**src/rtl/latch_stim_gen_if.sv**
```systemverilog
// Latch-side bundle between the stimulus generator (master) and the latch under test (slave).
interface latch_stim_gen_if;
  logic d_o;
  logic en_o;
  logic rstn_o;
  logic q_i;

  modport master (output d_o, en_o, rstn_o, input q_i);
  modport slave  (input d_o, en_o, rstn_o, output q_i);
endinterface

```
**src/rtl/latch_stim_gen.sv**
```systemverilog
// Latch self-test: holds the latch in reset, then toggles en and drives d after LFSR-random delays,
// checking q against a reference latch every busy cycle. Drive changes land on the edge leaving a state.
module latch_stim_gen #(
  parameter int unsigned NUM_ITER  = 5,
  parameter int unsigned RST_CYC   = 10,
  parameter logic [15:0] LFSR_SEED = 16'hACE1
) (
  input  logic             clk,
  input  logic             rst,
  input  logic             start,
  latch_stim_gen_if.master lat,
  output logic             busy,
  output logic             done,
  output logic             pass,
  output logic [7:0]       err_cnt,
  output logic [7:0]       iter_cnt
);
  localparam logic [15:0] SEED      = (LFSR_SEED == 16'h0000) ? 16'h0001 : LFSR_SEED;
  localparam logic [7:0]  ITER_LAST = 8'(NUM_ITER - 1);
  localparam logic [7:0]  RST_LOAD  = 8'(RST_CYC - 1);

  typedef enum logic [2:0] {IDLE, RSTH, DRAW, WEN, WD, NEXT, DONE} state_t;

  state_t      state, state_nxt;
  logic [15:0] lfsr, lfsr_nxt;
  logic [7:0]  timer;
  logic [2:0]  dly;
  logic [1:0]  dly2_new;
  logic [2:0]  dly_new;
  logic        d_r, en_r, rstn_r;
  logic        exp_q, exp_now, mismatch;

  assign lfsr_nxt = {1'b0, lfsr[15:1]} ^ (lfsr[0] ? 16'hB400 : 16'h0000);
  assign dly2_new = lfsr_nxt[1:0];
  assign dly_new  = lfsr_nxt[4:2];

  assign lat.d_o    = d_r;
  assign lat.en_o   = en_r;
  assign lat.rstn_o = rstn_r;

  assign exp_now  = !rstn_r ? 1'b0 : (en_r ? d_r : exp_q);
  assign mismatch = (lat.q_i != exp_now);

  always_ff @(posedge clk) begin
    if (rst) state <= IDLE;
    else     state <= state_nxt;
  end

  // A zero en-delay skips WEN entirely: the toggle happens on the edge leaving DRAW.
  always_comb begin
    state_nxt = state;
    case (state)
      IDLE, DONE: if (start) state_nxt = RSTH;
      RSTH:       if (timer == 8'd0) state_nxt = DRAW;
      DRAW:       state_nxt = (dly2_new == 2'd0) ? WD : WEN;
      WEN:        if (timer == 8'd0) state_nxt = WD;
      WD:         if (timer == 8'd0) state_nxt = NEXT;
      NEXT:       state_nxt = (iter_cnt == ITER_LAST) ? DONE : DRAW;
      default:    state_nxt = IDLE;
    endcase
  end

  always_comb begin
    busy = 1'b0;
    done = 1'b0;
    case (state)
      RSTH, DRAW, WEN, WD, NEXT: busy = 1'b1;
      DONE:                      done = 1'b1;
      default:                   ;
    endcase
    pass = done && (err_cnt == 8'd0);
  end

  always_ff @(posedge clk) begin
    if (rst) begin
      d_r      <= 1'b0;
      en_r     <= 1'b0;
      rstn_r   <= 1'b0;
      err_cnt  <= 8'd0;
      iter_cnt <= 8'd0;
      lfsr     <= SEED;
      timer    <= 8'd0;
      dly      <= 3'd0;
      exp_q    <= 1'b0;
    end else begin
      exp_q <= exp_now;
      if (busy && mismatch && (err_cnt != 8'hFF)) err_cnt <= err_cnt + 8'd1;
      case (state)
        IDLE, DONE: if (start) begin
          err_cnt  <= 8'd0;
          iter_cnt <= 8'd0;
          lfsr     <= SEED;
          d_r      <= 1'b0;
          en_r     <= 1'b0;
          rstn_r   <= 1'b0;
          timer    <= RST_LOAD;
        end
        RSTH: begin
          if (timer == 8'd0) rstn_r <= 1'b1;
          else               timer  <= timer - 8'd1;
        end
        DRAW: begin
          lfsr <= lfsr_nxt;
          dly  <= dly_new;
          if (dly2_new == 2'd0) begin
            en_r  <= ~en_r;
            timer <= {5'd0, dly_new};
          end else begin
            timer <= {6'd0, dly2_new} - 8'd1;
          end
        end
        WEN: begin
          if (timer == 8'd0) begin
            en_r  <= ~en_r;
            timer <= {5'd0, dly};
          end else begin
            timer <= timer - 8'd1;
          end
        end
        WD: begin
          if (timer == 8'd0) d_r   <= iter_cnt[0];
          else               timer <= timer - 8'd1;
        end
        NEXT:    iter_cnt <= iter_cnt + 8'd1;
        default: ;
      endcase
    end
  end
endmodule

```
**src/flat_wrapper.sv**
```systemverilog
// flat-port wrapper written by rule: the top's interface ports become plain ports
module latch_stim_gen_flat 
#(
  parameter int unsigned NUM_ITER  = 5,
  parameter int unsigned RST_CYC   = 10,
  parameter logic [15:0] LFSR_SEED = 16'hACE1
)
  (clk, rst, start, busy, done, pass, err_cnt, iter_cnt, lat_d_o, lat_en_o, lat_rstn_o, lat_q_i);
  latch_stim_gen_if lat_i ();
  input  logic clk;
  input  logic rst;
  input  logic start;
  output logic busy;
  output logic done;
  output logic pass;
  output logic [7:0] err_cnt;
  output logic [7:0] iter_cnt;
  output wire logic [$bits(lat_i.d_o)-1:0] lat_d_o;
  output wire logic [$bits(lat_i.en_o)-1:0] lat_en_o;
  output wire logic [$bits(lat_i.rstn_o)-1:0] lat_rstn_o;
  input wire logic [$bits(lat_i.q_i)-1:0] lat_q_i;
  assign lat_d_o = lat_i.d_o;
  assign lat_en_o = lat_i.en_o;
  assign lat_rstn_o = lat_i.rstn_o;
  assign lat_i.q_i = lat_q_i;
  latch_stim_gen #(.NUM_ITER(NUM_ITER), .RST_CYC(RST_CYC), .LFSR_SEED(LFSR_SEED)) u_core (.clk(clk), .rst(rst), .start(start), .lat(lat_i), .busy(busy), .done(done), .pass(pass), .err_cnt(err_cnt), .iter_cnt(iter_cnt));
endmodule
```
**config.mk**
```make
export PLATFORM = sky130hd
export DESIGN_NAME = latch_stim_gen_flat
export DESIGN_NICKNAME = d
export VERILOG_FILES = /design/src/rtl/latch_stim_gen_if.sv /design/src/rtl/latch_stim_gen.sv /design/src/flat_wrapper.sv
export SDC_FILE = /design/constraint.sdc
export NUM_CORES = 1
export LEC_CHECK = 0
export CELL_PAD_IN_SITES_DETAIL_PLACEMENT = 0
export CELL_PAD_IN_SITES_GLOBAL_PLACEMENT = 1
export CORE_UTILIZATION = 38
export CTS_CLUSTER_DIAMETER = 30
export DETAILED_ROUTE_END_ITERATION = 16
export PLACE_DENSITY_LB_ADDON = 0.2
export SETUP_SLACK_MARGIN = 0.02
export SYNTH_ARGS = -nofsm -noshare
export SYNTH_HDL_FRONTEND = slang
export SYNTH_SLANG_ARGS = --single-unit
```
**constraint.sdc**
```tcl
create_clock -name clk -period 1.8 [get_ports clk]
set_clock_uncertainty 0.1 [all_clocks]
set_input_delay 0.45 -clock clk [delete_from_list [all_inputs] [get_ports clk]]
set_output_delay 0.45 -clock clk [all_outputs]
set_load 0.005 [all_outputs]
```
**Word-level counts from Yosys, hierarchy flattened**

Cells that the tools add are included.

- Input port bits: 4
- Register bits after elaboration: 50

- Mux-type cells: 32
- Eq/ne operators: 15
- $add $sub $neg: 4
- Bitwise gates (word level): 2
- Reductions and logical operators: 23

Operators by type and width:

| kind | count |
|---|---|
| 2-to-1 mux 8 bit | 8 |
| 2-to-1 mux 16 bit | 2 |
| case mux 16 bit (2 select lines) | 1 |
| case mux 8 bit (4 select lines) | 1 |
| 2-to-1 mux 3 bit | 6 |
| case mux 3 bit (6 select lines) | 1 |
| adder 8 x 1 -> 8 bit, second input constant | 2 |
| zero test 8 bit | 2 |
| case mux 8 bit (2 select lines) | 1 |
| bitwise XOR 15 x 16 -> 16 bit | 1 |
| equality test 3 bit, second input constant | 3 |
| 2-to-1 mux 1 bit | 9 |
| AND reduction 3 bit | 3 |
| equality test 8 x 3 -> 1 bit, second input constant | 1 |
| != test 2 x 1 -> 1 bit, second input constant | 4 |
| != test 8 bit, second input constant | 1 |
| AND reduction 4 bit | 2 |
| nonzero test 2 bit | 4 |
| subtractor 8 x 1 -> 8 bit, second input constant | 1 |
| equality test 3 x 2 -> 1 bit, second input constant | 2 |
| OR reduction 5 bit | 1 |
| != test 2 bit, second input constant | 2 |
| case mux 1 bit (2 select lines) | 2 |
| AND reduction 2 bit | 2 |
| other kinds (11) | 14 |

**Logic depth before layout (Yosys ltp)**

- Word-level depth: 8
- Mapped depth: 8
- Depth with buffers taken out: 7

**Worst setup path before layout**

Ideal clock, no wire load.

- Path type: register -> register
- Start: reg u_core.timer[0]
- End: reg u_core.timer[3]
- Stages on the path, launching flop included: 8
- Buffers on the path: 0
- Path slack: -0.156 ns
- Required time: 1.578 ns
- Arrival: 1.734 ns
- Cells stage by stage: dfxtp_1 -> inv_1 -> ha_1 -> nor4b_4 -> nand2_1 -> a21oi_1 -> nor2b_1 -> o311a_1

- Longest elaborated chain between the ends: 3
- Elaborated cells on any way between the ends: 7
- Classes of those cells: add/sub (1); eq/ne (1); mux (3); reduce/logical (2)

RTL lines:

| what | line | text |
|---|---|---|
| from (decl) | latch_stim_gen.sv:26 | `logic [7:0] timer;` |
| from (signal assigned) | latch_stim_gen.sv:100 | `else timer <= timer - 8'd1;` |
| from (signal assigned) | latch_stim_gen.sv:107 | `timer <= {5'd0, dly_new};` |
| from (signal assigned) | latch_stim_gen.sv:109 | `timer <= {6'd0, dly2_new} - 8'd1;` |
| subtractor 8 x 1 -> 8 bit or zero test 8 bit (tied branches) | n/a |  |
| 2-to-1 mux 8 bit, or another cell as far along | latch_stim_gen.sv:99, latch_stim_gen.sv:121 |  |
| case mux 8 bit (4 select lines) or AND reduction 3 bit (tied branches) | n/a |  |

Parallel ways exist; a longest one is shown, timed or not. The select of a mux whose other input is x is not followed.
A chain may end at the register's enable or synchronous reset.

**Worst setup path after layout**

- Start: reg u_core.err_cnt[5]
- End: out pass

- Longest elaborated chain between the ends: 2

RTL lines:

| what | line | text |
|---|---|---|
| from (decl) | latch_stim_gen.sv:15 | `output logic [7:0] err_cnt,` |
| from (signal assigned) | latch_stim_gen.sv:87 | `if (busy && mismatch && (err_cnt != 8'hFF)) err_cnt <= err_cnt + 8'd1;` |
| zero test 8 bit | latch_stim_gen.sv:71 | `pass = done && (err_cnt == 8'd0);` |
| logical AND 1 bit | latch_stim_gen.sv:71 |  |
| to (decl) | flat_wrapper.sv:15 | `output logic pass;` |

Every way passes these cells.

==> metrics.cfg <==
[outcome]
outcome = finished with violations
violations = setup timing

[sta]
fin_crit_sh = 1.07
setup_viol = 9
slew_headroom = 0.746
hold_violations = 0
drv_slew = 0
worstMarginPinSlew_ps = 382
clock.fmax_mhz = 521
fin_crit_ps = 1920
tns_ps = -415
setup_slack_ps = -119
grt_setup_unrepaired = true

[yosys]
synth_top_area_share = 0.374
async_reset_ff_frac = 0
synth_cell_types = 51
seq_area_frac_synth = 0.374
synth_compound_area_frac = 0.194
syn-instance-count = 347
synthFlopType = dfxtp_1
synth_simple_gate_area_frac = 0.304
synth_top_cell_by_area = dfxtp_1
syn_avg_cell_area_sq_um = 7.72
synth-edff-count = 0
yosys_warnings = 0
syn_area_sq_um = 2680
synthAdderAreaFrac = 0.0234
synth_mux_area_frac = 0.0196
ys_top_cells_by_area = dfxtp_1 (37%), a21oi_1 (5.8%), nor2_1 (5.7%)
synthMostInstantiatedCell = dfxtp_1
synth_common_cells = dfxtp_1 (50), nor2_1 (41), nand2_1 (39)
syn_nets = 356
synth_xor_area_frac = 0.0327
synth_top_family_by_area = simple AND/OR/NAND/NOR gates
synth-seq-cells = 50

[cells_and_area]
utilization = 0.642
final_nets = 459
drive_gt1_frac = 0.435
area_growth_pct = 62.7
multi_input_area_sq_um = 1970
n_antenna_cell = 0
fill_cells = 559
regArea_sq_um = 1060

[flow_run]
drv_cap = 0

[place]
place_congestion = 0.786
hpwl_mm = 5.16
io_buffers = 25

[global_routing]
grt_usage = 0.208
busiest_layer = met2
grt_use_met2 = 0.338
grt_max_degree = 26
use_met1 = 0.290
antenna_found_initial = 0
use_met3 = 0.0318
grt.overflow.total = 0
grt_pass1_wl_mm = 12.5
grt_pass1_vias = 2622

[floorplanning]
dieArea_sq_um = 7390
coreArea_sq_um = 6790
die_h_um = 86.0
io_pins = 26
initial_core_util = 0.394
fp.dieW_um = 86.0
row_count = 30

[clocking]
holdBufCountCts = 0
clk_pin_slew_ps = 100
clock_latency_ps = 310
cts_buffers = 5
cts.sink_count = 50
cts_tree = built
cts_htree_levels = 2
root_buffer = clkbuf_8
cts_max_path_buffers = 2

[detailed_routing]
via_per_inst = 5.29
ant_nets = 0
wire_per_inst_um = 15.1
drc = 0
drt-initial-drc-count = 121
dr.pass1.iters = 4
vias = 2894
wl_mm = 8.24

[critical_path]
critical_path.startpoint_type = flip-flop
crit_arrival_ps = 1370
worstSetupEndpointType = output port
critPathKind = flip-flop to output port
ff2ff_setup_slack_ps = -110
worst-path-max-fanout = 2
worstPathRequired_ps = 1250

[power]
power_leakage_uw = 0.00173
ir_drop_mv = 0.543
p_per_area_nw_per_um2 = 1280

[min_path]
min_path_type = flip-flop to flip-flop

worst max-delay path, cell delays in order (launching register included):
cell and delay [ps]:
dfxtp_2 350, nor4_4 260, nand2_1 110, nor4b_2 200
buf_2 140
per-stage QoR:
stage	std cells	area, sq um	setup WS, ps	hold slack [ps]	power, uW
after floorplan	347	2750	-30.4	332	2790
after global placement	512	3520	-395	345	3760
after detailed placement	512	3520	-370	351	3750
after CTS	533	3910	-121	363	4860
after global routing	547	4360	-181	375	5890
final	547	4360	-119	356	5600
where the power goes:
group | leakage, uW | switching, uW | internal [uW]
Clock | 0.0000521 | 415 | 319
Sequential | 0.000420 | 129 | 1250
Combinational | 0.00126 | 1720 | 1770
Total | 0.00173 | 2260 | 3340
final timing paths:
kind | from | endpoint | cells after the start
min | u_core.lfsr[9] | u_core.lfsr[8] | 2
max | u_core.err_cnt[5] | pass | 4
min reg2reg | u_core.lfsr[9] | u_core.lfsr[8] | 2
max reg2reg | u_core.state[2] | u_core.err_cnt[5] | 7
placed cells by master, fill, tap and decap left out, types with 6 or more instances in the layout:
cell / n
o21ai_1: 11
a21oi_1: 26
buf_6: 18
buf_4: 70
nor2_1: 38
dfxtp_1: 26
clkbuf_8: 6
nand2_1: 32
or3_1: 6
dfxtp_4: 11
nor3_1: 13
dlygate4sd2_1: 13
dfxtp_2: 13
nand3_1: 13
clkdlybuf4s50_1: 9
inv_1: 9
kinds of logic after synthesis:
kind of cell / count (synthesis)
buffers and inverters: 35
adders and majority gates: 5
xor gates and xnor gates: 10
muxes: 5
AOI/OAI and AO/OA: 83
and+or+nand+nor: 159
DFF: 50
timing repair:
action	CTS	global route
setup buffers	15	13
pin swaps	14	28
setup endpoints to repair	54	30
gates cloned	0	2
resized for setup	79	70
routing by layer:
layer  part of all wire  vias up
met5                  0        -
met2               0.49       47
met4              0.017        0
met3              0.029       13
met1               0.46     1394
li1                   -     1440
sequential cells by signal, indices dropped and copies added (netlist names):
register,cells
u_core.lat.rstn_o,1
u_core.exp_q,1
u_core.lat.d_o,1
u_core.timer,8
u_core.state,3
u_core.dly,3
u_core.lfsr,16
u_core.lat.en_o,1
u_core.err_cnt,8
u_core.iter_cnt,8
final cells by class:
| cell class | count | share of cell area |
|---|---|---|
| Clock buffer | 6 | 0.0189 |
| Clock inverter | 2 | 0.00344 |
| Inverter | 12 | 0.0103 |
| Multi-Input combinational cell | 263 | 0.451 |
| Sequential cell | 50 | 0.243 |
| Tap cell | 96 | 0.0276 |
| Timing Repair Buffer | 118 | 0.245 |
Power figures use the tool's default switching activity.
